===== config.mk =====
export PLATFORM = sky130hd
export DESIGN_NAME = pipeline_hazard_controller
export DESIGN_NICKNAME = d
export VERILOG_FILES = /design/src/rtl/pipeline_hazard_controller.sv
export SDC_FILE = /design/constraint.sdc
export NUM_CORES = 1
export LEC_CHECK = 0
export ABC_CLOCK_PERIOD_IN_PS = 2950
export CELL_PAD_IN_SITES_DETAIL_PLACEMENT = 1
export CELL_PAD_IN_SITES_GLOBAL_PLACEMENT = 1
export CORE_AREA = 2 2 74 76
export CTS_CLUSTER_DIAMETER = 200
export CTS_CLUSTER_SIZE = 40
export DETAILED_ROUTE_END_ITERATION = 12
export DIE_AREA = 0 0 76 78
export HOLD_SLACK_MARGIN = 0.02
export PLACE_DENSITY_LB_ADDON = 0.1
export SYNTH_ARGS = -nofsm -noshare
export SYNTH_HDL_FRONTEND = slang
export SYNTH_SLANG_ARGS = --single-unit

===== constraint.sdc =====
create_clock -name clk -period 2.95 [get_ports clk]
set_input_delay 0.59 -clock clk [delete_from_list [all_inputs] [get_ports clk]]
set_output_delay 0.59 -clock clk [all_outputs]
set_load 0.05 [all_outputs]

===== src/rtl/pipeline_hazard_controller.sv =====
// MIPS pipeline control: ID decode, ID/EX-EX/MEM-MEM/WB control registers, interlocks and redirect.
// Latency: pc/flush controls combinational in ID; ex_*/mem_*/wb_* appear 1/2/3 cycles after decode.
// Backpressure: a stall holds PC and IF/ID and injects a bubble into ID/EX; later stages always advance.
module pipeline_hazard_controller #(
    parameter int                    OPCODE_W  = 6,
    parameter int                    RA_W      = 5,
    parameter int                    LINK_REG  = 31,
    parameter bit                    EN_HAZARD = 1'b1,
    parameter logic [OPCODE_W-1:0]   OP_RTYPE  = OPCODE_W'(0),
    parameter logic [OPCODE_W-1:0]   OP_ADDI   = OPCODE_W'(1),
    parameter logic [OPCODE_W-1:0]   OP_SLTI   = OPCODE_W'(2),
    parameter logic [OPCODE_W-1:0]   OP_LW     = OPCODE_W'(3),
    parameter logic [OPCODE_W-1:0]   OP_SW     = OPCODE_W'(4),
    parameter logic [OPCODE_W-1:0]   OP_BEQ    = OPCODE_W'(5),
    parameter logic [OPCODE_W-1:0]   OP_J      = OPCODE_W'(6),
    parameter logic [OPCODE_W-1:0]   OP_JR     = OPCODE_W'(7),
    parameter logic [OPCODE_W-1:0]   OP_JAL    = OPCODE_W'(8)
) (
    input  logic                clk,
    input  logic                rst_n,
    input  logic [OPCODE_W-1:0] opcode,
    input  logic [RA_W-1:0]     id_rs,
    input  logic [RA_W-1:0]     id_rt,
    input  logic [RA_W-1:0]     id_rd,
    input  logic                equal,
    output logic                pc_write,
    output logic                if_id_write,
    output logic                if_flush,
    output logic [1:0]          pc_src,
    output logic [1:0]          ex_alu_op,
    output logic [1:0]          ex_alu_src,
    output logic                ex_link,
    output logic                mem_read,
    output logic                mem_write,
    output logic                wb_reg_write,
    output logic                wb_mem_to_reg,
    output logic [RA_W-1:0]     wb_dst,
    output logic                illegal_op
);

    typedef struct packed {
        logic [1:0]      alu_op;
        logic [1:0]      alu_src;
        logic            link;
        logic            mem_read;
        logic            mem_write;
        logic            reg_write;
        logic            mem_to_reg;
        logic [RA_W-1:0] dst;
    } id_ex_t;

    typedef struct packed {
        logic            mem_read;
        logic            mem_write;
        logic            reg_write;
        logic            mem_to_reg;
        logic [RA_W-1:0] dst;
    } ex_mem_t;

    typedef struct packed {
        logic            reg_write;
        logic            mem_to_reg;
        logic [RA_W-1:0] dst;
    } mem_wb_t;

    id_ex_t  dec;
    id_ex_t  id_ex;
    ex_mem_t ex_mem;
    mem_wb_t mem_wb;

    logic known;
    logic uses_rs;
    logic uses_rt;
    logic is_beq;
    logic is_jr;
    logic is_jump;
    logic load_use;
    logic br_ex_dep;
    logic br_mem_dep;
    logic stall;

    always_comb begin
        dec     = '0;
        known   = 1'b1;
        uses_rs = 1'b1;
        uses_rt = 1'b0;
        is_beq  = 1'b0;
        is_jr   = 1'b0;
        is_jump = 1'b0;
        case (opcode)
            OP_RTYPE: begin
                dec.alu_op    = 2'b10;
                dec.dst       = id_rd;
                dec.reg_write = 1'b1;
                uses_rt       = 1'b1;
            end
            OP_ADDI: begin
                dec.alu_src   = 2'b01;
                dec.dst       = id_rt;
                dec.reg_write = 1'b1;
            end
            OP_SLTI: begin
                dec.alu_op    = 2'b11;
                dec.alu_src   = 2'b01;
                dec.dst       = id_rt;
                dec.reg_write = 1'b1;
            end
            OP_LW: begin
                dec.alu_src    = 2'b01;
                dec.dst        = id_rt;
                dec.reg_write  = 1'b1;
                dec.mem_read   = 1'b1;
                dec.mem_to_reg = 1'b1;
            end
            OP_SW: begin
                dec.alu_src   = 2'b01;
                dec.mem_write = 1'b1;
                uses_rt       = 1'b1;
            end
            OP_BEQ: begin
                dec.alu_op = 2'b01;
                uses_rt    = 1'b1;
                is_beq     = 1'b1;
            end
            OP_J: begin
                uses_rs = 1'b0;
                is_jump = 1'b1;
            end
            OP_JR: begin
                is_jr = 1'b1;
            end
            OP_JAL: begin
                dec.link      = 1'b1;
                dec.reg_write = 1'b1;
                dec.dst       = RA_W'(LINK_REG);
                uses_rs       = 1'b0;
                is_jump       = 1'b1;
            end
            default: begin
                known = 1'b0;
            end
        endcase
        // $0 is hardwired, so a write to it is dropped here rather than in the datapath
        if (dec.dst == '0) begin
            dec.reg_write = 1'b0;
        end
    end

    always_comb begin
        load_use   = id_ex.mem_read && (id_ex.dst != '0) &&
                     ((uses_rs && (id_ex.dst == id_rs)) || (uses_rt && (id_ex.dst == id_rt)));
        br_ex_dep  = (is_beq || is_jr) && id_ex.reg_write &&
                     ((uses_rs && (id_ex.dst == id_rs)) || (uses_rt && (id_ex.dst == id_rt)));
        br_mem_dep = (is_beq || is_jr) && ex_mem.mem_read &&
                     ((uses_rs && (ex_mem.dst == id_rs)) || (uses_rt && (ex_mem.dst == id_rt)));
        stall      = EN_HAZARD && (load_use || br_ex_dep || br_mem_dep);
    end

    always_comb begin
        pc_write    = 1'b1;
        if_id_write = 1'b1;
        if_flush    = 1'b0;
        pc_src      = 2'b00;
        if (!rst_n) begin
            pc_write    = 1'b0;
            if_id_write = 1'b0;
            if_flush    = 1'b1;
        end else if (stall) begin
            pc_write    = 1'b0;
            if_id_write = 1'b0;
        end else if (is_beq && equal) begin
            pc_src   = 2'b01;
            if_flush = 1'b1;
        end else if (is_jump) begin
            pc_src   = 2'b10;
            if_flush = 1'b1;
        end else if (is_jr) begin
            pc_src   = 2'b11;
            if_flush = 1'b1;
        end
    end

    always_ff @(posedge clk) begin
        if (!rst_n) begin
            id_ex      <= '0;
            ex_mem     <= '0;
            mem_wb     <= '0;
            illegal_op <= 1'b0;
        end else begin
            id_ex  <= stall ? '0 : dec;
            ex_mem <= '{mem_read:   id_ex.mem_read,
                        mem_write:  id_ex.mem_write,
                        reg_write:  id_ex.reg_write,
                        mem_to_reg: id_ex.mem_to_reg,
                        dst:        id_ex.dst};
            mem_wb <= '{reg_write:  ex_mem.reg_write,
                        mem_to_reg: ex_mem.mem_to_reg,
                        dst:        ex_mem.dst};
            if (!known) begin
                illegal_op <= 1'b1;
            end
        end
    end

    assign ex_alu_op     = id_ex.alu_op;
    assign ex_alu_src    = id_ex.alu_src;
    assign ex_link       = id_ex.link;
    assign mem_read      = ex_mem.mem_read;
    assign mem_write     = ex_mem.mem_write;
    assign wb_reg_write  = mem_wb.reg_write;
    assign wb_mem_to_reg = mem_wb.mem_to_reg;
    assign wb_dst        = mem_wb.dst;

endmodule


==> impl_metrics.yaml, run 1 <==
outcome:
  status: "completed"
cts:
  clock_sinks: 28
  clkSlewWorstSetupHoldPaths_ns: 0.09
  cts_tree: "yes"
  clk_path_buf_depth: 2
  clkLatencyLatePin_ns: 0.28
  postCtsHoldBufs: 0
  htree_levels: 1
  root_buffer: "clkbuf_8"
  numCtsBuffers: 3
sta:
  slew_violations: 0
  max_clock_freq_mhz: 350
  fin_skew_ns: 0.00400
  period_share: 0.969
  post-route-min-period_ns: 2.86
  worst_pin_slew_ns: 0.506
  rsz0062_at_grt: "true"
  finalSetupViolCount: 0
  finalHoldViolations: 0
  slew_headroom: 0.662
  hold_ws_ns: 0.443
critical_path:
  critical_path_class: "in -> out"
  critPathMaxFanout: 4
  cp_data_required_time_ns: 2.36
  critPathCaptureType: "output pin"
  arrival_ns: 2.27
  startpoint_type: "input pin"
yosys:
  ys_warn_count: 0
  post-synth-top-count-cell: "dfxtp_1"
  synthFlopType: "dfxtp_1"
  ys_seq_area_frac: 0.432
  synth_top_area_cell: "dfxtp_1"
  synth_edf_count: 0
  synth_commonest_cells: "dfxtp_1 (28), nor2_1 (21), and2_1 (16)"
  ys_types: 29
  async_flop_share: 0
  synth_seq_cells: 28
  syn_avg_cell_area_um2: 8.82
  synth_fp_nets: 171
  synthTopCellsByArea: "dfxtp_1 (43%), xor2_1 (8.1%), and2_1 (7.7%)"
  synth_top_area_share: 0.432
  synthesis.area_mm2: 0.00130
  synth_cells: 147
power:
  swShare: 0.256
  clockPowerShare: 0.309
  p_switching_uw: 199
  p_total_uw: 775
  power_density_mw_per_mm2: 375
  combPwrFrac: 0.191
  p_int_uw: 576
  vdd_drop_max_mv: 0.153
  p_leak_uw: 0.000852
  seqPwrFrac: 0.500
routing:
  first_iter_violations: 22
  drt-total-wl_um: 3680
  vias: 1172
  viasPerCell: 4.29
  antenna_left: 0
  dr.pass1.iters: 3
  drc: 0
  wl_per_cell_um: 13.5
min_path:
  hp-class: "reg -> reg"
grt:
  grt_pass1_vias: 1200
  grt-ovfl-total: 0
  grt_pass1_wl_um: 5850
  grt_max_degree: 18
  antenna_found_initial: 0
  grt_use_total: 0.127
layout:
  final-seq-area_um2: 561
  multi_input_area_um2: 717
  layout.nets: 228
  regMostFlops: "id_ex"
  drive_gt1_frac: 0.227
  antenna_cells: 0
  fillCellCount: 588
  instances_no_fill: 273
  largest_register_ffs: 8
  area_growth_pct: 59.3
  fin_util: 0.409
  stdcell_area_mm2: 0.00206
placed_design:
  gp_congestion: 0.776
  portBuffers: 42
  dp_hpwl_um: 2930
  placed_area_mm2: 0.00190
  place_inst: 264
floorplanning:
  core_mm2: 0.00504
  io_pins: 44
  dieArea_mm2: 0.00593
  start_util: 0.257
  die_w_um: 76
  die_h_um: 78
  rows: 26
run:
  drv_cap: 0
final timing paths:
path | start | end | slack (ns) | depth (start not counted)
worst min-delay path | id_ex[7] | mem_write | 0.44 | 1
worst min register to register | id_ex[7] | mem_write | 0.44 | 1
worst max-delay path | id_rs[3] | pc_src[1] | 0.09 | 9
worst max register to register | id_ex[1] | id_ex[7] | 0.89 | 7
through the flow:
stage	worst slack, ns	setup TNS (ns)
after floorplan	-0.00638	-0.00638
after global placement	-0.196	-0.863
after detailed placement	-0.220	-1.01
after CTS	0.00990	0
after global routing	-0.00902	-0.00902
final	0.0915	0
final cells by class:
type,instances,share of cell area
flip-flops and latches,28,0.272
repair buffers,63,0.308
well taps,70,0.0424
inverters,1,0.00364
clock buffers,4,0.0267
multi-input cells,107,0.347
cell usage in the layout (no fill, tap or decap), drive strengths merged, types with 2 or more instances in the layout:
cell type / instances
nand4: 2
clkdlybuf4s15: 2
nand3: 3
xor2: 12
nor3: 12
o21ai: 4
clkbuf: 4
nor2: 21
a21oi: 8
nand2: 7
nor2b: 2
clkdlybuf4s50: 24
dlygate4sd2: 6
dlymetal6s2s: 5
buf: 26
dfxtp: 28
xnor2: 9
and2: 16
layer usage:
layer | wire (µm) | global-route usage | vias to the layer above
li1 | - | - | 592
met1 | 1650 | 0.150 | 539
met2 | 1780 | 0.217 | 32
met3 | 133 | 0.0256 | 9
met4 | 110 | 0.0673 | 0
met5 | 0 | 0 | -
power by group through the flow:
stage,clock [µW],sequential (µW),combinational (µW)
after CTS,253,387,147
after global placement,0,396,142
after global routing,265,388,159
after floorplan,0,401,64.4
final,239,387,148
after detailed placement,0,396,143
worst max-delay path, stage by stage:
cell,delay (ns)
clkdlybuf4s50_1,0.51
xor2_1,0.19
nor3_2,0.07
nand4_1,0.08
a22o_1,0.23
nand3_4,0.13
buf_4,0.16
a21oi_4,0.14
buf_12,0.15
repair_timing:
| item | 4_1_cts | 5_1_grt |
|---|---|---|
| endpoints found under the hold margin | 0 | 0 |
| buffers inserted | 3 | 2 |
| gates resized for setup | 19 | 9 |
| pin swaps | 7 | 5 |
| setup endpoints to repair | 5 | 2 |
logic make-up after synthesis:
kind of cell	synth area share
AND/OR/NAND/NOR	0.292
XOR/XNOR	0.142
AO/OA/AOI/OAI	0.0637
flip-flops	0.432
other	0.00289
buffers and inverters	0.0666
Power figures use the tool's default switching activity.
==> inputs of run 2 (changes only) <==
- GPL_TIMING_DRIVEN: not set -> 0
- REMOVE_ABC_BUFFERS: not set -> 1
==> impl_metrics.yaml, run 2 (synthesis results as in run 1) <==
placed_design:
  dp_hpwl_um: 2510
  portBuffers: 42
  gp_congestion: 0.784
  placed_area_mm2: 0.00172
floorplanning:
  core_mm2: 0.00504
  die_w_um: 76
  start_util: 0.257
  rows: 26
  die_h_um: 78
  dieArea_mm2: 0.00593
  io_pins: 44
critical_path:
  critPathMaxFanout: 5
  startpoint_type: "input pin"
  reg2regPathDepth: 7
  critical_path_class: "in -> out"
  arrival_ns: 2.26
  r2r-start: "id_ex[1]"
  critPathCaptureType: "output pin"
  rrSetupSlack_ns: 0.98
  r2r_end: "ex_alu_op[1]"
  cp_data_required_time_ns: 2.36
sta:
  slew_violations: 0
  worst_pin_slew_ns: 0.558
  fin_skew_ns: 0.00811
  period_share: 0.967
  finalSetupViolCount: 0
  post-route-min-period_ns: 2.85
  finalHoldViolations: 0
  max_clock_freq_mhz: 351
  slew_headroom: 0.627
cts:
  clkLatencyLatePin_ns: 0.27
  cts_tree: "yes"
  htree_levels: 1
  clock_sinks: 28
  clk_path_buf_depth: 2
  numCtsBuffers: 3
  postCtsHoldBufs: 0
  clkSlewWorstSetupHoldPaths_ns: 0.10
  root_buffer: "clkbuf_8"
grt:
  grt_max_degree: 19
  antenna_found_initial: 0
  busiest_layer: "met2"
  gr-usage-met3: 0.0267
  grtUsageMet1: 0.143
  grt_pass1_vias: 1192
  grt-ovfl-total: 0
  met2_usage: 0.210
  grt_pass1_wl_um: 5690
  grt_use_total: 0.118
layout:
  layout.nets: 214
  mostFrequentLayoutCells: "dfxtp_1 (28), clkdlybuf4s50_1 (28), nor2_1 (20)"
  fillCellCount: 593
  regMostFlops: "id_ex"
  stdcell_area_mm2: 0.00183
  area_growth_pct: 41.5
  antenna_cells: 0
  largest_register_ffs: 8
  drive_gt1_frac: 0.138
min_path:
  hp-class: "reg -> reg"
  hold-path-endpoint: "mem_write"
  whs_path_depth: 1
  hold_path.startpoint: "id_ex[7]"
power:
  power_density_mw_per_mm2: 394
  p_total_uw: 723
  vdd_drop_max_mv: 0.158
  p_leak_uw: 0.000714
routing:
  dr.pass1.iters: 3
  vias: 1104
  drc: 0
  drt-total-wl_um: 3390
  viasPerCell: 4.28
  antenna_left: 0
  wl_per_cell_um: 13.2
  first_iter_violations: 20
outcome:
  status: "completed"
run:
  drv_cap: 0
-- run 2: cell count changes in the layout (fill, tap and decap cells not counted), sizes merged --
cell	before	now
buf	26	12
dlymetal6s2s	5	0
clkdlybuf4s50	24	28
clkdlybuf4s15	2	0
dlygate4sd2	6	8
clkinvlp	1	0
inv	0	1
-- run 2: area by class of cell --
type	instances	area [µm²]	area share
clock buffer	3	41.3	0.0225
inverter	1	3.75	0.00205
multi-input combinational	107	688	0.375
sequential	28	561	0.306
tap	70	87.6	0.0477
timing repair buffer	49	453	0.247
-- run 2: per-stage QoR --
| step | setup WS, ns | util | hold slack, ns | TNS, ns | cells |
|---|---|---|---|---|---|
| after floorplan | -0.314 | - | 0.412 | -0.314 | 136 |
| after global placement | -1.08 | 0.341 | 0.415 | -5.06 | 248 |
| after detailed placement | -1.13 | 0.341 | 0.421 | -5.28 | 248 |
| after CTS | 0.0586 | 0.359 | 0.446 | 0 | 256 |
| after global routing | -0.0189 | 0.364 | 0.468 | -0.0531 | 258 |
| final | 0.0970 | 0.364 | 0.443 | 0 | 258 |
-- run 2: timing repair --
| action | 4_1_cts | 5_1_grt |
|---|---|---|
| buffers inserted | 5 | 2 |
| pin swaps | 7 | 2 |
| endpoints found under the setup margin | 5 | 5 |
| gates resized for setup | 50 | 5 |
-- run 2: report_power, final --
group / switching, µW / internal (µW)
Sequential: 3.69 / 383
Clock: 120 / 91.7
Combinational: 68.6 / 55.0
-- run 2: routing by layer --
layer / vias up / wire [µm]
met1: 518 / 1570
met2: 25 / 1660
met5: - / 0
met4: 0 / 19
met3: 2 / 143
li1: 559 / -
-- run 2: how the worst max path moves through the flow --
stage	from	endpoint
2_1_floorplan	opcode[5]	if_flush
3_3_place_gp	opcode[3]	pc_src[1]
3_5_place_dp	opcode[3]	pc_src[1]
4_1_cts	id_rt[2]	pc_write
5_1_grt	id_rt[0]	pc_src[0]
6_report	opcode[4]	pc_write
-- run 2: critical path, stage by stage --
cell and delay (ns):
dlygate4sd2_1 0.25, or3_4 0.44, nor3_4 0.14, and4_1 0.22, o211ai_1 0.10, buf_4 0.15, nand3_4 0.11, inv_1 0.07
buf_4 0.19
==> inputs of run 3 (changes only) <==
==> constraint.sdc (replaced) <==
create_clock -name clk -period 2.95 [get_ports clk]
set_input_delay 0.4425 -clock clk [delete_from_list [all_inputs] [get_ports clk]]
set_output_delay 0.4425 -clock clk [all_outputs]
set_load 0.05 [all_outputs]
==> impl_metrics.yaml, run 3 (synthesis results as in run 1) <==
layout:
  mostFrequentLayoutCells: "clkdlybuf4s50_1 (34), dfxtp_1 (28), nor2_1 (21)"
  largest_register_ffs: 8
  final_common_cell: "clkdlybuf4s50_1"
  regMostFlops: "id_ex"
  antenna_cells: 0
  drive_gt1_frac: 0.107
  area_growth_pct: 39.5
  layout.nets: 213
critical_path:
  critPathCaptureType: "output pin"
  crit_top_cell: "nor2_1"
  path_depth: 8
  arrival_ns: 2.39
  crit_path_cell_trace: "clkdlybuf4s50_1, or3_4, nor2_1, nand2_1, a22o_2, nand3_4, nor2_1, clkbuf_4"
  critical_path_class: "in -> out"
  cp_data_required_time_ns: 2.51
  crit_family: "simple AND/OR/NAND/NOR gates"
  startpoint_type: "input pin"
  critPathMaxFanout: 7
  slowest_stage: "or3_4"
  crit_path_max_incr_delay_ns: 0.46
  critPathBufInv: 2
  reg2regPathDepth: 6
power:
  vdd_drop_max_mv: 0.156
  power_density_mw_per_mm2: 398
  p_leak_uw: 0.000708
cts:
  numCtsBuffers: 3
  clk_path_buf_depth: 2
  clock_sinks: 28
  postCtsHoldBufs: 0
  htree_levels: 1
  clkLatencyLatePin_ns: 0.27
  clkSlewWorstSetupHoldPaths_ns: 0.10
  cts_tree: "yes"
  root_buffer: "clkbuf_8"
floorplanning:
  core_mm2: 0.00504
  dieArea_mm2: 0.00593
  rows: 26
  die_w_um: 76
  die_h_um: 78
  io_pins: 44
  start_util: 0.257
sta:
  max_clock_freq_mhz: 353
  finalHoldViolations: 0
  worst_pin_slew_ns: 0.648
  hold_ws_ns: 0.442
  slew_violations: 0
  fin_skew_ns: 0.00426
  post-route-min-period_ns: 2.83
  period_share: 0.960
  finalSetupViolCount: 0
  fin_ws_ns: 0.118
  slew_headroom: 0.567
placed_design:
  dp_slack_ns: -0.830
  dp_hpwl_um: 2510
  portBuffers: 42
  gp_congestion: 0.784
outcome:
  status: "completed"
grt:
  grt_max_degree: 19
  antenna_found_initial: 0
  grt_use_total: 0.113
  grt-ovfl-total: 0
  grt_pass1_vias: 1140
  grt_pass1_wl_um: 5420
routing:
  wl_per_cell_um: 13.1
  viasPerCell: 4.41
  first_iter_violations: 27
  drt-total-wl_um: 3360
  drc: 0
  dr.pass1.iters: 4
  vias: 1134
  antenna_left: 0
min_path:
  hp-class: "reg -> reg"
  whs_path_depth: 1
run:
  drv_cap: 0
==> run 3: timing repair <==
action,CTS,global route
endpoints found under the hold margin,0,0
resized for setup,31,7
pin swaps,1,3
setup endpoints to repair,5,5
gates cloned,0,1
setup buffers,0,5
==> run 3: cell type report <==
| cell class | instances | area [µm²] |
|---|---|---|
| well taps | 70 | 87.6 |
| clock buffers | 3 | 41.3 |
| flip-flops and latches | 28 | 561 |
| multi-input cells | 108 | 674 |
| inverters | 1 | 3.75 |
| repair buffers | 47 | 440 |
| fillers | 585 | 3230 |
==> run 3: layer usage <==
layer	track usage	share of wire	vias to the layer above
li1	-	-	561
met1	0.133	0.47	540
met2	0.202	0.48	29
met3	0.0256	0.041	4
met4	0.0400	0.0098	0
met5	0	0	-
==> run 3: worst paths after layout <==
| check | from | end | slack, ns |
|---|---|---|---|
| setup reg to reg | id_ex[1] | id_ex[6] | 1.08 |
| setup / recovery | opcode[4] | pc_src[0] | 0.12 |
| hold reg to reg | id_ex[7] | mem_write | 0.44 |
| hold / removal | id_ex[7] | mem_write | 0.44 |
==> run 3: worst register-to-register path, delay by kind of cell (launching register included) <==
kind / cells / cell delay, ns
flip-flops: 1 / 0.36
buffers and inverters: 1 / 0.22
AND/OR/NAND/NOR: 2 / 0.66
AO/OA/AOI/OAI: 3 / 0.54
==> run 3: metrics by stage <==
step / cell area (µm²) / total power (µW) / setup TNS (ns) / util / cells
finish: 1810 / 719 / 0 / 0.359 / 257
global route: 1810 / 756 / -0.154 / 0.359 / 257
CTS: 1740 / 727 / 0 / 0.346 / 251
detailed placement: 1720 / 515 / -3.81 / 0.341 / 248
global placement: 1720 / 513 / -3.59 / 0.341 / 248
floorplan: 1210 / 450 / -0.0189 / - / 136
==> run 3: power by group <==
group          switching (µW)  internal (µW)  total, µW  leakage, µW
Combinational            66.0           54.9        121     0.000460
Sequential               3.87            383        387     0.000226
Clock                     119           91.7        211    0.0000216
